==> config.mk <==
export PLATFORM = sky130hd
export DESIGN_NAME = fetch_pc_unit
export DESIGN_NICKNAME = d
export VERILOG_FILES = /design/src/rtl/cpu_pkg.sv /design/src/rtl/pc_next_logic.sv /design/src/rtl/fetch_pc_unit.sv
export SDC_FILE = /design/constraint.sdc
export NUM_CORES = 1
export LEC_CHECK = 0
export CAP_MARGIN = 10
export CELL_PAD_IN_SITES_DETAIL_PLACEMENT = 1
export CELL_PAD_IN_SITES_GLOBAL_PLACEMENT = 1
export CORE_MARGIN = 2
export CORE_UTILIZATION = 24
export DETAILED_ROUTE_END_ITERATION = 8
export PLACE_DENSITY = 0.55
export SLEW_MARGIN = 25
export SYNTH_ARGS = -nofsm -noshare
export SYNTH_HDL_FRONTEND = slang
export SYNTH_HIERARCHICAL = 1
export SYNTH_SLANG_ARGS = --single-unit
==> constraint.sdc <==
create_clock -name clock -period 3.65 [get_ports clock]
set_input_delay 0.73 -clock clock [delete_from_list [all_inputs] [get_ports clock]]
set_output_delay 0.73 -clock clock [all_outputs]
set_load 0.1 [all_outputs]
==> src/rtl/cpu_pkg.sv <==
// Shared definitions for the fetch stage: pc_op encodings, fetch state enum
// and opcode field width.
package cpu_pkg;

    localparam logic [1:0] PC_HOLD = 2'b00;
    localparam logic [1:0] PC_INC  = 2'b01;
    localparam logic [1:0] PC_BRF  = 2'b10;
    localparam logic [1:0] PC_JMP  = 2'b11;

    localparam int unsigned OPCODE_W = 4;

    typedef enum logic [1:0] {
        FS_IDLE  = 2'b00,
        FS_FETCH = 2'b01,
        FS_DONE  = 2'b10
    } fetch_state_e;

endpackage

==> src/rtl/pc_next_logic.sv <==
// Combinational next-PC selection from (pc, op, flag, target); increment
// wraps modulo 2^ADDR_W.
module pc_next_logic
    import cpu_pkg::*;
#(
    parameter int unsigned ADDR_W = 8
) (
    input  logic [ADDR_W-1:0] pc,
    input  logic [1:0]        op,
    input  logic              flag,
    input  logic [ADDR_W-1:0] target,
    output logic [ADDR_W-1:0] pc_next
);

    logic [ADDR_W-1:0] pc_inc;

    assign pc_inc = pc + ADDR_W'(1);

    always_comb begin
        pc_next = pc;
        case (op)
            PC_INC:  pc_next = pc_inc;
            PC_BRF:  pc_next = flag ? target : pc_inc;
            PC_JMP:  pc_next = target;
            default: pc_next = pc;
        endcase
    end

endmodule

==> src/rtl/fetch_pc_unit.sv <==
// Program counter plus instruction fetch over a req/valid handshake.
// Optional fetch watchdog enabled by defining FETCH_TIMEOUT_EN.
//
// state    | meaning
// FS_IDLE  | no fetch outstanding; pc_op applied directly, inst_wr starts a fetch
// FS_FETCH | imem_req held until imem_valid (or watchdog expiry); pc_op parked
// FS_DONE  | instruction register just loaded, inst_valid high; pc update applied
module fetch_pc_unit
    import cpu_pkg::*;
#(
    parameter int unsigned       ADDR_W         = 8,
    parameter int unsigned       INST_W         = 16,
    parameter logic [ADDR_W-1:0] RESET_PC       = '0,
    parameter logic [INST_W-1:0] NOP_WORD       = '0,
    parameter int unsigned       TIMEOUT_CYCLES = 16
) (
    input  logic                clock,
    input  logic                reset,
    input  logic [1:0]          pc_op,
    input  logic                flag,
    input  logic [ADDR_W-1:0]   branch_target,
    input  logic                inst_wr,
    output logic [ADDR_W-1:0]   imem_addr,
    output logic                imem_req,
    input  logic [INST_W-1:0]   imem_data,
    input  logic                imem_valid,
    output logic [ADDR_W-1:0]   pc,
    output logic [INST_W-1:0]   instruction,
    output logic [OPCODE_W-1:0] opcode,
    output logic                inst_valid,
    output logic                fetch_busy,
    output logic                fetch_err
);

    fetch_state_e      state_q, state_d;
    logic [ADDR_W-1:0] pc_q, pc_d;
    logic [ADDR_W-1:0] imem_addr_q, imem_addr_d;
    logic [INST_W-1:0] instruction_q, instruction_d;
    logic              imem_req_q, imem_req_d;
    logic              inst_valid_q, inst_valid_d;
    logic              fetch_busy_q, fetch_busy_d;

    // Pending op register; PC_HOLD doubles as "nothing pending".
    logic [1:0]        pend_op_q, pend_op_d;
    logic              pend_flag_q, pend_flag_d;
    logic [ADDR_W-1:0] pend_target_q, pend_target_d;

    logic [1:0]        sel_op;
    logic              sel_flag;
    logic [ADDR_W-1:0] sel_target;
    logic [ADDR_W-1:0] pc_next;

`ifdef FETCH_TIMEOUT_EN
    localparam int unsigned       TMO_W    = $clog2(TIMEOUT_CYCLES);
    localparam logic [TMO_W-1:0]  TMO_LOAD = TMO_W'(TIMEOUT_CYCLES - 1);

    logic [TMO_W-1:0] tmo_cnt_q, tmo_cnt_d;
    logic             fetch_err_q, fetch_err_d;
`else
    logic [31:0] timeout_unused;
    assign timeout_unused = TIMEOUT_CYCLES;
`endif

    // A non-hold op arriving in DONE overrides the parked one.
    always_comb begin
        if ((state_q == FS_DONE) && (pc_op == PC_HOLD)) begin
            sel_op     = pend_op_q;
            sel_flag   = pend_flag_q;
            sel_target = pend_target_q;
        end else begin
            sel_op     = pc_op;
            sel_flag   = flag;
            sel_target = branch_target;
        end
    end

    pc_next_logic #(
        .ADDR_W (ADDR_W)
    ) u_pc_next (
        .pc      (pc_q),
        .op      (sel_op),
        .flag    (sel_flag),
        .target  (sel_target),
        .pc_next (pc_next)
    );

    always_comb begin
        state_d       = state_q;
        pc_d          = pc_q;
        imem_addr_d   = imem_addr_q;
        instruction_d = instruction_q;
        imem_req_d    = imem_req_q;
        pend_op_d     = pend_op_q;
        pend_flag_d   = pend_flag_q;
        pend_target_d = pend_target_q;
`ifdef FETCH_TIMEOUT_EN
        tmo_cnt_d     = tmo_cnt_q;
        fetch_err_d   = fetch_err_q;
`endif
        case (state_q)
            FS_IDLE: begin
                pc_d = pc_next;
                if (inst_wr) begin
                    imem_addr_d = pc_q;
                    imem_req_d  = 1'b1;
                    state_d     = FS_FETCH;
`ifdef FETCH_TIMEOUT_EN
                    tmo_cnt_d   = TMO_LOAD;
`endif
                end
            end
            FS_FETCH: begin
                if (pc_op != PC_HOLD) begin
                    pend_op_d     = pc_op;
                    pend_flag_d   = flag;
                    pend_target_d = branch_target;
                end
                if (imem_valid) begin
                    instruction_d = imem_data;
                    imem_req_d    = 1'b0;
                    state_d       = FS_DONE;
                end
`ifdef FETCH_TIMEOUT_EN
                else if (tmo_cnt_q == '0) begin
                    instruction_d = NOP_WORD;
                    imem_req_d    = 1'b0;
                    fetch_err_d   = 1'b1;
                    state_d       = FS_DONE;
                end else begin
                    tmo_cnt_d = tmo_cnt_q - TMO_W'(1);
                end
`endif
            end
            FS_DONE: begin
                pc_d      = pc_next;
                pend_op_d = PC_HOLD;
                state_d   = FS_IDLE;
            end
            default: begin
                state_d = FS_IDLE;
            end
        endcase
        inst_valid_d = (state_d == FS_DONE);
        fetch_busy_d = (state_d != FS_IDLE);
    end

    always_ff @(posedge clock) begin
        if (reset) begin
            state_q       <= FS_IDLE;
            pc_q          <= RESET_PC;
            imem_addr_q   <= RESET_PC;
            instruction_q <= NOP_WORD;
            imem_req_q    <= 1'b0;
            inst_valid_q  <= 1'b0;
            fetch_busy_q  <= 1'b0;
            pend_op_q     <= PC_HOLD;
            pend_flag_q   <= 1'b0;
            pend_target_q <= '0;
`ifdef FETCH_TIMEOUT_EN
            tmo_cnt_q     <= '0;
            fetch_err_q   <= 1'b0;
`endif
        end else begin
            state_q       <= state_d;
            pc_q          <= pc_d;
            imem_addr_q   <= imem_addr_d;
            instruction_q <= instruction_d;
            imem_req_q    <= imem_req_d;
            inst_valid_q  <= inst_valid_d;
            fetch_busy_q  <= fetch_busy_d;
            pend_op_q     <= pend_op_d;
            pend_flag_q   <= pend_flag_d;
            pend_target_q <= pend_target_d;
`ifdef FETCH_TIMEOUT_EN
            tmo_cnt_q     <= tmo_cnt_d;
            fetch_err_q   <= fetch_err_d;
`endif
        end
    end

    assign pc          = pc_q;
    assign imem_addr   = imem_addr_q;
    assign imem_req    = imem_req_q;
    assign instruction = instruction_q;
    assign opcode      = instruction_q[INST_W-1 -: OPCODE_W];
    assign inst_valid  = inst_valid_q;
    assign fetch_busy  = fetch_busy_q;
`ifdef FETCH_TIMEOUT_EN
    assign fetch_err   = fetch_err_q;
`else
    assign fetch_err   = 1'b0;
`endif

endmodule

==> results of run 1 <==
synthesized netlist by cell type, drive strengths merged (2+ instances only):
cell    instances
nand2          51
nand4           2
nor2           18
nor3            3
mux2i          17
clkbuf          3
or2             4
dfxtp          48
mux2           12
o22ai           3
buf            18
o21ai           2
nor4            2
a21o            2
o211ai          4
a32oi           4
nand2b         18
a21oi          27
nand3           3
inv             2
sequential cells by signal, summed over array words and instances (netlist names):
signal / flops
imem_req: 1
pend_target_q: 8
state_q: 2
instruction: 16
pend_op_q: 2
inst_valid: 1
pc: 8
pend_flag_q: 1
imem_addr: 8
fetch_busy: 1
cells by family (layout without fill, tap and decap cells):
| family | Yosys count | count (layout) | share of synthesized area |
|---|---|---|---|
| AO/OA/AOI/OAI | 51 | 51 | 0.146 |
| other | 1 | 1 | 0.00160 |
| buffers and inverters | 23 | 82 | 0.0615 |
| AND/OR/NAND/NOR | 109 | 109 | 0.232 |
| multiplexers | 29 | 29 | 0.143 |
| adder cells (fa/ha/maj) | 1 | 1 | 0.00535 |
| flip-flops | 48 | 48 | 0.411 |
layer usage:
metal	global-route usage	routed length [um]	vias up	part of all wire
met1	0.153	3010	967	0.48
met4	0.0364	71	0	0.011
met5	0	0	-	0
li1	-	-	1023	-
met2	0.205	2860	52	0.46
met3	0.0278	303	7	0.049
worst reg2reg max path, stage by stage (launching register included):
cell,delay [ns]
dfxtp_1,0.58
inv_6,0.07
nor4_4,0.30
mux2_2,0.41
o21a_4,0.23
or4_1,0.49
o211ai_1,0.17
mux2i_1,0.09
nor2_1,0.09
area by class of cell:
class | count | area share
Clock buffer | 5 | 0.0216
Clock inverter | 3 | 0.0145
Inverter | 2 | 0.00392
Multi-Input combinational cell | 191 | 0.387
Sequential cell | 48 | 0.301
Tap cell | 133 | 0.0522
Timing Repair Buffer | 72 | 0.219
power by group:
part	internal, mW	switching (mW)	leakage [nW]	total (mW)
registers	0.554	0.0336	0.392	0.587
clock network	0.207	0.201	0.0548	0.408
logic	0.122	0.264	0.665	0.386
total	0.883	0.499	1.11	1.38
worst max-delay path by stage:
| stage | end | from | slack [ns] |
|---|---|---|---|
| floorplan | pc[6] | pc_op[0] | 1.16 |
| global placement | pc[6] | pc_op[0] | 0.57 |
| detailed placement | pc[6] | pc_op[0] | 0.56 |
| CTS | pc[6] | pc_op[0] | 0.90 |
| global route | pc[6] | pc_op[0] | 0.71 |
| finish | pc[6] | pc_op[0] | 0.91 |
through the flow:
step / setup WS, ns / power [mW] / utilization / cells
after floorplan: 1.16 / 0.883 / - / 262
after global placement: 0.569 / 0.989 / 0.320 / 446
after detailed placement: 0.558 / 0.991 / 0.320 / 446
after CTS: 0.902 / 1.41 / 0.332 / 454
after global routing: 0.714 / 1.45 / 0.332 / 454
final: 0.910 / 1.38 / 0.332 / 454
==> results.md, run 1 <==
* Area growth syn-to-layout at 36.3%
* Status: completed
* Port Buffers at 69
* Share of flip-flops with an asynchronous set or reset at 0
* Crit Path Max Fanout at 7
* Core ar. at 9590 sq um
* Reg2reg start: state_q[1]
* Hold Path End: instruction[4]
* Total clock sinks at 48
* Worst-path clk slew at about 0.10 ns
* Gate Count Post-Synth at 262
* Top delay family on crit path: simple AND/OR/NAND/NOR gates
* Critical path depth at 8
* CTS root buf: clkbuf_8
* Main flop type after synthesis: dfxtp_1
* Num CTS Buffers at 5
* Multi-input logic area at 1230 sq um
* Hold Path Depth at 2
* Sum Neg Setup Slack at 0 ns
* DP HPWL at 4320 um
* Unique masters post-synth at 49
* # nets final at between 300 and 400
* Post-route cell area at 3190 sq um
* Max-slew violations at 0
* Leak at 1.11 nW
* CTS tree: yes
* DR vias/cell at 4.51
* Largest net degree at the start of global routing at 57
* Die Y at 103 um
* # DRC at 0
* ANT nets after route at 0
* Routed length per placed instance at 13.7 um
* Register area at 961 sq um
* R2r worst-path depth at 8
* Vias in the first global route at 2044
* Crit start category: input pin
* Worst Hold Class: flip-flop to flip-flop
* Drt total wl at 6240 um
* Htree depth at 2
* Top post-synthesis cells by area: dfxtp_1, nand2_1, mux2i_1
* Worst path cell trace: clkdlybuf4s50_1 -> nor4_4 -> mux2_2 -> o21a_4 -> or4_1 -> o211ai_1 -> mux2i_1 -> nor2_1
* Die footprint at 10600 sq um
* Post-synth top area share at 0.411
* Min Hold Slack at 0.460 ns
* Reg-to-Reg End: pc[6]
* Yosys reg bits at 48
* Tmin final at 2.74 ns
* Max Cap Viol at 0
* Diode count at 0
* Register area share after synthesis at 0.411
* RePlAce Congestion at 0.754
* Cts hold-fix bufs at 0
* Netlist Area Pre-Place at 2340 sq um
* Fill count at approximately 1.1k
* Global-route wire length before repair at 10000 um
* Crit path buf inv count at 1
* Post-cts sizing count at 0
* Fmax at 0.365 GHz
* Overflow after GRT at 0
* Boundary Pins at 71
* Hold Violations, Final at 0
* Max incr delay on CP at 0.51 ns
* Clk_lat worst skew at 0.31 ns
* Hold Startpoint: instruction[4]
* Share of cells above drive strength 1 at 0.143
* CP max-delay cell: clkdlybuf4s50_1
* Post-DP Area at 3070 sq um
* Leading cell type in the layout, fill and taps excluded: clkdlybuf4s50_1
* CP endpoint kind: flip-flop
* Tot GR Track Use at 0.121
* Pwr dens at 433 nW/um^2
* Synth Warn # at 6
* Slew margin rel. at 0.333
* Crit path DAT at 2.99 ns
* R2r setup slk at 1.15 ns
* Setup bufs post-CTS at 0
* Synth area leader: dfxtp_1
* RSZ-0062 raised after global routing: no
* Initial Utilization at 0.244
* DR vias at 2049
* Number of flops mapped to enable cells by yosys at 0
* Number of setup violations in the final report at 0
* VDD IR max at ~150 uV
* Clock buffer depth at 2
* Antenna violations before repair at 0
* DRT Pass-1 Iters at 4
* Num rows at 36
* Skew final at 0.0139 ns
* Worst path required time at 3.90 ns
* Worst Tran Pin Value at 0.997 ns
* Fin crit share at 0.751
* Worst Setup Path Type: input pin to flip-flop
* Post-Syn Nets at 294
* Most frequent cells in the layout: clkdlybuf4s50_1, nand2_1, dfxtp_1, a21oi_1, nand2b_1
* Post-Syn Area per Cell at 8.93 sq um
* Die width at 103 um
* Drt first-iter violations at 44
(Power assumes the default switching activity.)
==> run 2, diff against run 1 <==
Clock period 3.65 ns to 2.6 ns, I/O delays scaled along.
==> run 2 against run 1 <==
  * Clock skew fell by 0.00093 ns
  * Routed wire length rose by 1.9%
  * Largest cell class unchanged
  * Worst hold slack got worse by 0.0014 ns
  * Critical endpoint unchanged
  * Clock power grew 40%
==> results.md, run 2 (synthesis results as in run 1) <==
* R2r setup slk at 0.30 ns (-0.85 ns)
* Num rows at 36 (unchanged)
* Crit Path Max Fanout at 4 (-3)
* # DRC at 0 (unchanged)
* Setup bufs post-CTS at 0 (unchanged)
* RePlAce Congestion at 0.766 (+1.7%)
* DR vias/cell at 4.46 (-1.1%)
* Tot GR Track Use at 0.120 (-0.000424)
* Worst-path clk slew at 0.09 ns (about the same)
* Vias in the first global route at 2034 (-0.49%)
* Post-cts sizing count at 0 (unchanged)
* Crit path DAT at 2.71 ns (-0.28 ns)
* Die footprint at 10600 sq um (unchanged)
* CTS root buf: clkbuf_8
* R2r worst-path depth at 8 (unchanged)
* Worst setup startpoint: pc_op[0]
* Largest register FFs at 16 (unchanged)
* Worst Hold Class: flip-flop to flip-flop
* Port Buffers at 69 (unchanged)
* Core ar. at 9590 sq um (unchanged)
* Global-route wire length before repair at 9970 um (-0.76%)
* DRT Pass-1 Iters at 4 (unchanged)
* Initial Utilization at 0.244 (unchanged)
* Number of setup violations in the final report at 0 (unchanged)
* Die width at 103 um (unchanged)
* Worst path required time at 2.85 ns (-1.05 ns)
* Crit start category: input pin
* Die Y at 103 um (unchanged)
* Num CTS Buffers at 5 (unchanged)
* DP HPWL at 4480 um (+3.7%)
* Fmax at 0.405 GHz
* Largest net degree at the start of global routing at 43 (-25%)
* Most frequent cells in the layout: nand2_1, buf_4, dfxtp_1, clkdlybuf4s50_1, a21oi_1
* DR vias at 2066 (+0.83%)
* Htree depth at 2 (unchanged)
* Sum Neg Setup Slack at 0 ns (unchanged)
* Total power at 1.94 mW (+40%)
* Cts hold-fix bufs at 0 (unchanged)
* Register area at 961 sq um (unchanged)
* CP max-delay cell: or4_1
* Leak at 1.22 nW (+10%)
* Share of cells above drive strength 1 at 0.270 (+0.126)
* VDD IR max at 293 uV (+98%)
* Overflow after GRT at 0 (unchanged)
* ANT nets after route at 0 (unchanged)
* Max Cap Viol at 0 (unchanged)
* Hold Startpoint: instruction[2]
* CTS tree: yes
* Status: completed
* Worst Setup EP: pc[6]
* Worst Tran Pin Value at 0.735 ns (-0.262 ns)
* Total clock sinks at 48 (unchanged)
* Reg2reg start: state_q[1]
* Tmin final at 2.47 ns
* Drt first-iter violations at 62 (+41%)
* Boundary Pins at 71 (unchanged)
* Fill count at 1137 (-0.61%)
* Multi-input logic area at 1230 sq um (unchanged)
* Reg-to-Reg End: pc[6]
* Worst Setup Path Type: input pin to flip-flop
* Max incr delay on CP at 0.50 ns (about the same)
* RSZ-0062 raised after global routing: no
* Area growth syn-to-layout at 35.5%
* CP endpoint kind: flip-flop
* Clk_lat worst skew at 0.31 ns (about the same)
* Max-slew violations at 0 (unchanged)
* Drt total wl at 6360 um (+1.9%)
* Worst path cell trace: clkdlybuf4s50_1 -> nor4_4 -> mux2_2 -> o21a_4 -> or4_1 -> o211ai_1 -> mux2i_1 -> nor2_1
* Min Hold Slack at 0.459 ns (-0.00139 ns)
* Fin crit share at 0.949
* Routed length per placed instance at 13.7 um (-0.10%)
* Hold Violations, Final at 0 (unchanged)
* Antenna violations before repair at 0 (unchanged)
* Clock buffer depth at 2 (unchanged)
* Diode count at 0 (unchanged)
* Slew margin rel. at 0.510 (+0.176)
* Skew final at 0.0130 ns (-0.000933 ns)
* # nets final at 361 (+2.6%)
* Pwr dens at 612 nW/um^2 (+41%)
run 2: cell count changes in the layout (fill, tap and decap cells not counted), sizes merged:
| cell | previous run | this run |
|---|---|---|
| buf | 9 | 52 |
| clkdlybuf4s50 | 63 | 29 |
| clkinv | 0 | 2 |
| clkinvlp | 1 | 0 |
| inv | 3 | 2 |
run 2: layout make-up:
cell class,count,share of cell area
repair buffers,81,0.214
clock buffers,5,0.0217
multi-input cells,191,0.390
well taps,133,0.0525
flip-flops and latches,48,0.303
inverters,2,0.00395
clock inverters,3,0.0150
run 2: worst max-delay path: cells and delay by family:
| family | cells | cell delay [ns] |
|---|---|---|
| buffers and inverters | 1 | 0.47 |
| multiplexers | 2 | 0.50 |
| AO/OA/AOI/OAI | 2 | 0.38 |
| AND/OR/NAND/NOR | 3 | 0.84 |
run 2: through the flow:
| step | cells | area [sq um] | util | worst slack (ns) |
|---|---|---|---|---|
| floorplan | 262 | 2340 | - | 0.180 |
| detailed placement | 455 | 3050 | 0.318 | -0.200 |
| global placement | 455 | 3050 | 0.318 | -0.166 |
| global route | 463 | 3170 | 0.330 | 0.0244 |
| finish | 463 | 3170 | 0.330 | 0.132 |
| CTS | 463 | 3170 | 0.330 | 0.132 |
run 2: routing by layer:
layer	wire, um	vias up	global-route usage	share of wire
met4	38	0	0.0273	0.0060
met2	2960	52	0.208	0.47
li1	-	1036	-	-
met3	340	4	0.0264	0.053
met1	3020	974	0.154	0.47
met5	0	-	0	0
run 2: power by group:
group	leakage, nW	switching [mW]	total [mW]	internal [mW]
Combinational	0.773	0.374	0.546	0.171
Clock	0.0583	0.280	0.570	0.290
Sequential	0.392	0.0465	0.824	0.778
run 2: how the worst min path moves through the flow:
stage,end,cells past startpoint
floorplan,pend_flag_q,2
global route,instruction[9],2
CTS,instruction[6],2
finish,instruction[2],2
global placement,instruction[6],2
detailed placement,instruction[1],2
==> RTL change, RTL diff (settings of run 2) <==
Encoding of `fetch_state_e`: now one-hot (3 bits for 3 states).
--- a/src/rtl/cpu_pkg.sv
+++ b/src/rtl/cpu_pkg.sv
@@ -9,10 +9,10 @@
 
     localparam int unsigned OPCODE_W = 4;
 
-    typedef enum logic [1:0] {
-        FS_IDLE  = 2'b00,
-        FS_FETCH = 2'b01,
-        FS_DONE  = 2'b10
+    typedef enum logic [2:0] {
+        FS_IDLE  = 3'b001,
+        FS_FETCH = 3'b010,
+        FS_DONE  = 3'b100
     } fetch_state_e;
 
 endpackage
Check against the original RTL: no difference found for any inputs over 10 cycles, from zero or initial values and one cycle with reset high; not proved beyond that.
==> RTL change against run 2 <==
Sequential cell count increased by 1. Count of clock-buffer cells in the layout up 1. Final area is 8.5% higher. Area after synthesis is 7.5% higher. Synthesized cell count up 4.2%. First-iteration DRC count fell by 15%. Wire length rose by 9.0%. Sequential share of layout area fell by 1.8 points. Total power down 7.5%. Setup slack improved by 0.040 ns. Critical path depth increased by 1. Non-clock buffer count up 11. Critical endpoint unchanged.
==> RTL change: results (changes against run 2) <==
status=completed; ranking of synthesized cells by area=dfxtp_1, mux2i_1, nand2b_1; clock skew=0.0167 ns (+0.00374 ns); Nets=382 (+5.8%); cells after synthesis=273 (+4.2%); met1 Use GR=0.163 (+0.00945); vias in the first global route=2,210 (+8.7%); core outline area=0.0102 mm2 (+6.6%); dpl cells=479 (+5.3%); Detailed Route Iter0 Violations=53 (-15%); Placer Congestion=0.795 (+3.8%); Worst Path Max Fanout=10 (+6); drt via density=4.44 (-0.46%); Worst VDD drop=0.228 mV (-22%); library cells used by synthesis=50 (+2.0%); Final Non-Filler Cells=487 (+5.2%); leakage=1.33 nW (+8.9%); net count after synthesis=305 (+3.7%); register area share after synthesis=0.390 (-0.0208); most common cell in the synthesized netlist=dfxtp_1; Crit path largest cell delay=0.54 ns (+0.04 ns); M2 GR Usage=0.199 (-0.00943); met3 GRT Util=0.0307 (+0.00422); layout cells sized above 1=0.279 (+0.00951); detailed-route wire length per cell=14.2 um (+3.6%); Clock Pin Slew Worst Setup and Hold Paths=0.11 ns (+0.02 ns); HPWL after DPL=5100 um (+14%); pre-CTS setup slack=-0.310 ns (-0.110 ns); Worst Path Arrival=2.65 ns (-0.06 ns); Slew headroom=0.651 (+0.141); DP Area=0.00332 mm2 (+8.7%); most frequent cells after synthesis=dfxtp_1, nand2b_1, nand2_1
[RTL change: cell count changes after synthesis, sizes merged, moves of 2 or more]
cell	delta
nand2b	+21
nand2	-18
a32oi	-2
a21oi	-6
mux2i	+8
o32ai	+2
a2bb2oi	+2
mux2	-2
inv	+2
nor3	+2
[RTL change: cell families after synthesis]
group,share of synthesized area
buffers and inverters,0.0676
adder cells (fa/ha/maj),0.00497
multiplexers,0.144
AO/OA/AOI/OAI,0.144
other,0.00149
flip-flops,0.390
AND/OR/NAND/NOR,0.248
[RTL change: area by class of cell]
class,count,area [um2]
clock buffers,6,82.6
clock inverters,2,16.3
fillers,1191,6790
inverters,4,15.0
multi-input cells,198,1400
flip-flops and latches,49,981
well taps,136,170
repair buffers,92,776
[RTL change: critical path, delay by kind of cell]
family,cells,cell delay [ns]
buffers and inverters,2,0.73
and+or+nand+nor,3,0.63
AOI/OAI and AO/OA,3,0.64
muxes,1,0.13
[RTL change: repair_timing]
item | CTS | global route
pin swaps | 0 | 1
buffers inserted | 0 | 0
endpoints found under the setup margin | 1 | 4
resized for setup | 1 | 3
[RTL change: path summary, 6_finish.rpt]
path / endpoint / slack, ns / from
min reg2reg: instruction[2] / 0.46 / instruction[2]
max reg2reg: pc[6] / 0.29 / state_q[2]
min: instruction[2] / 0.46 / instruction[2]
max: pc[6] / 0.17 / pc_op[0]
[RTL change: power by group]
part | leakage [nW] | internal [mW] | switching, mW
Sequential | 0.398 | 0.781 | 0.0375
Combinational | 0.887 | 0.172 | 0.309
Clock | 0.0478 | 0.220 | 0.276
[RTL change: metrics by stage]
step / setup TNS (ns) / hold slack (ns) / utilization
detailed placement: -1.40 / 0.450 / 0.324
CTS: 0 / 0.468 / 0.334
finish: 0 / 0.465 / 0.336
global route: 0 / 0.490 / 0.336
global placement: -1.00 / 0.444 / 0.324
floorplan: 0 / 0.445 / -
[RTL change: per-layer routing]
layer | routed length (um) | vias to the layer above
li1 | - | 1093
met1 | 3450 | 1025
met2 | 3110 | 39
met3 | 285 | 6
met4 | 85 | 0
met5 | 0 | -
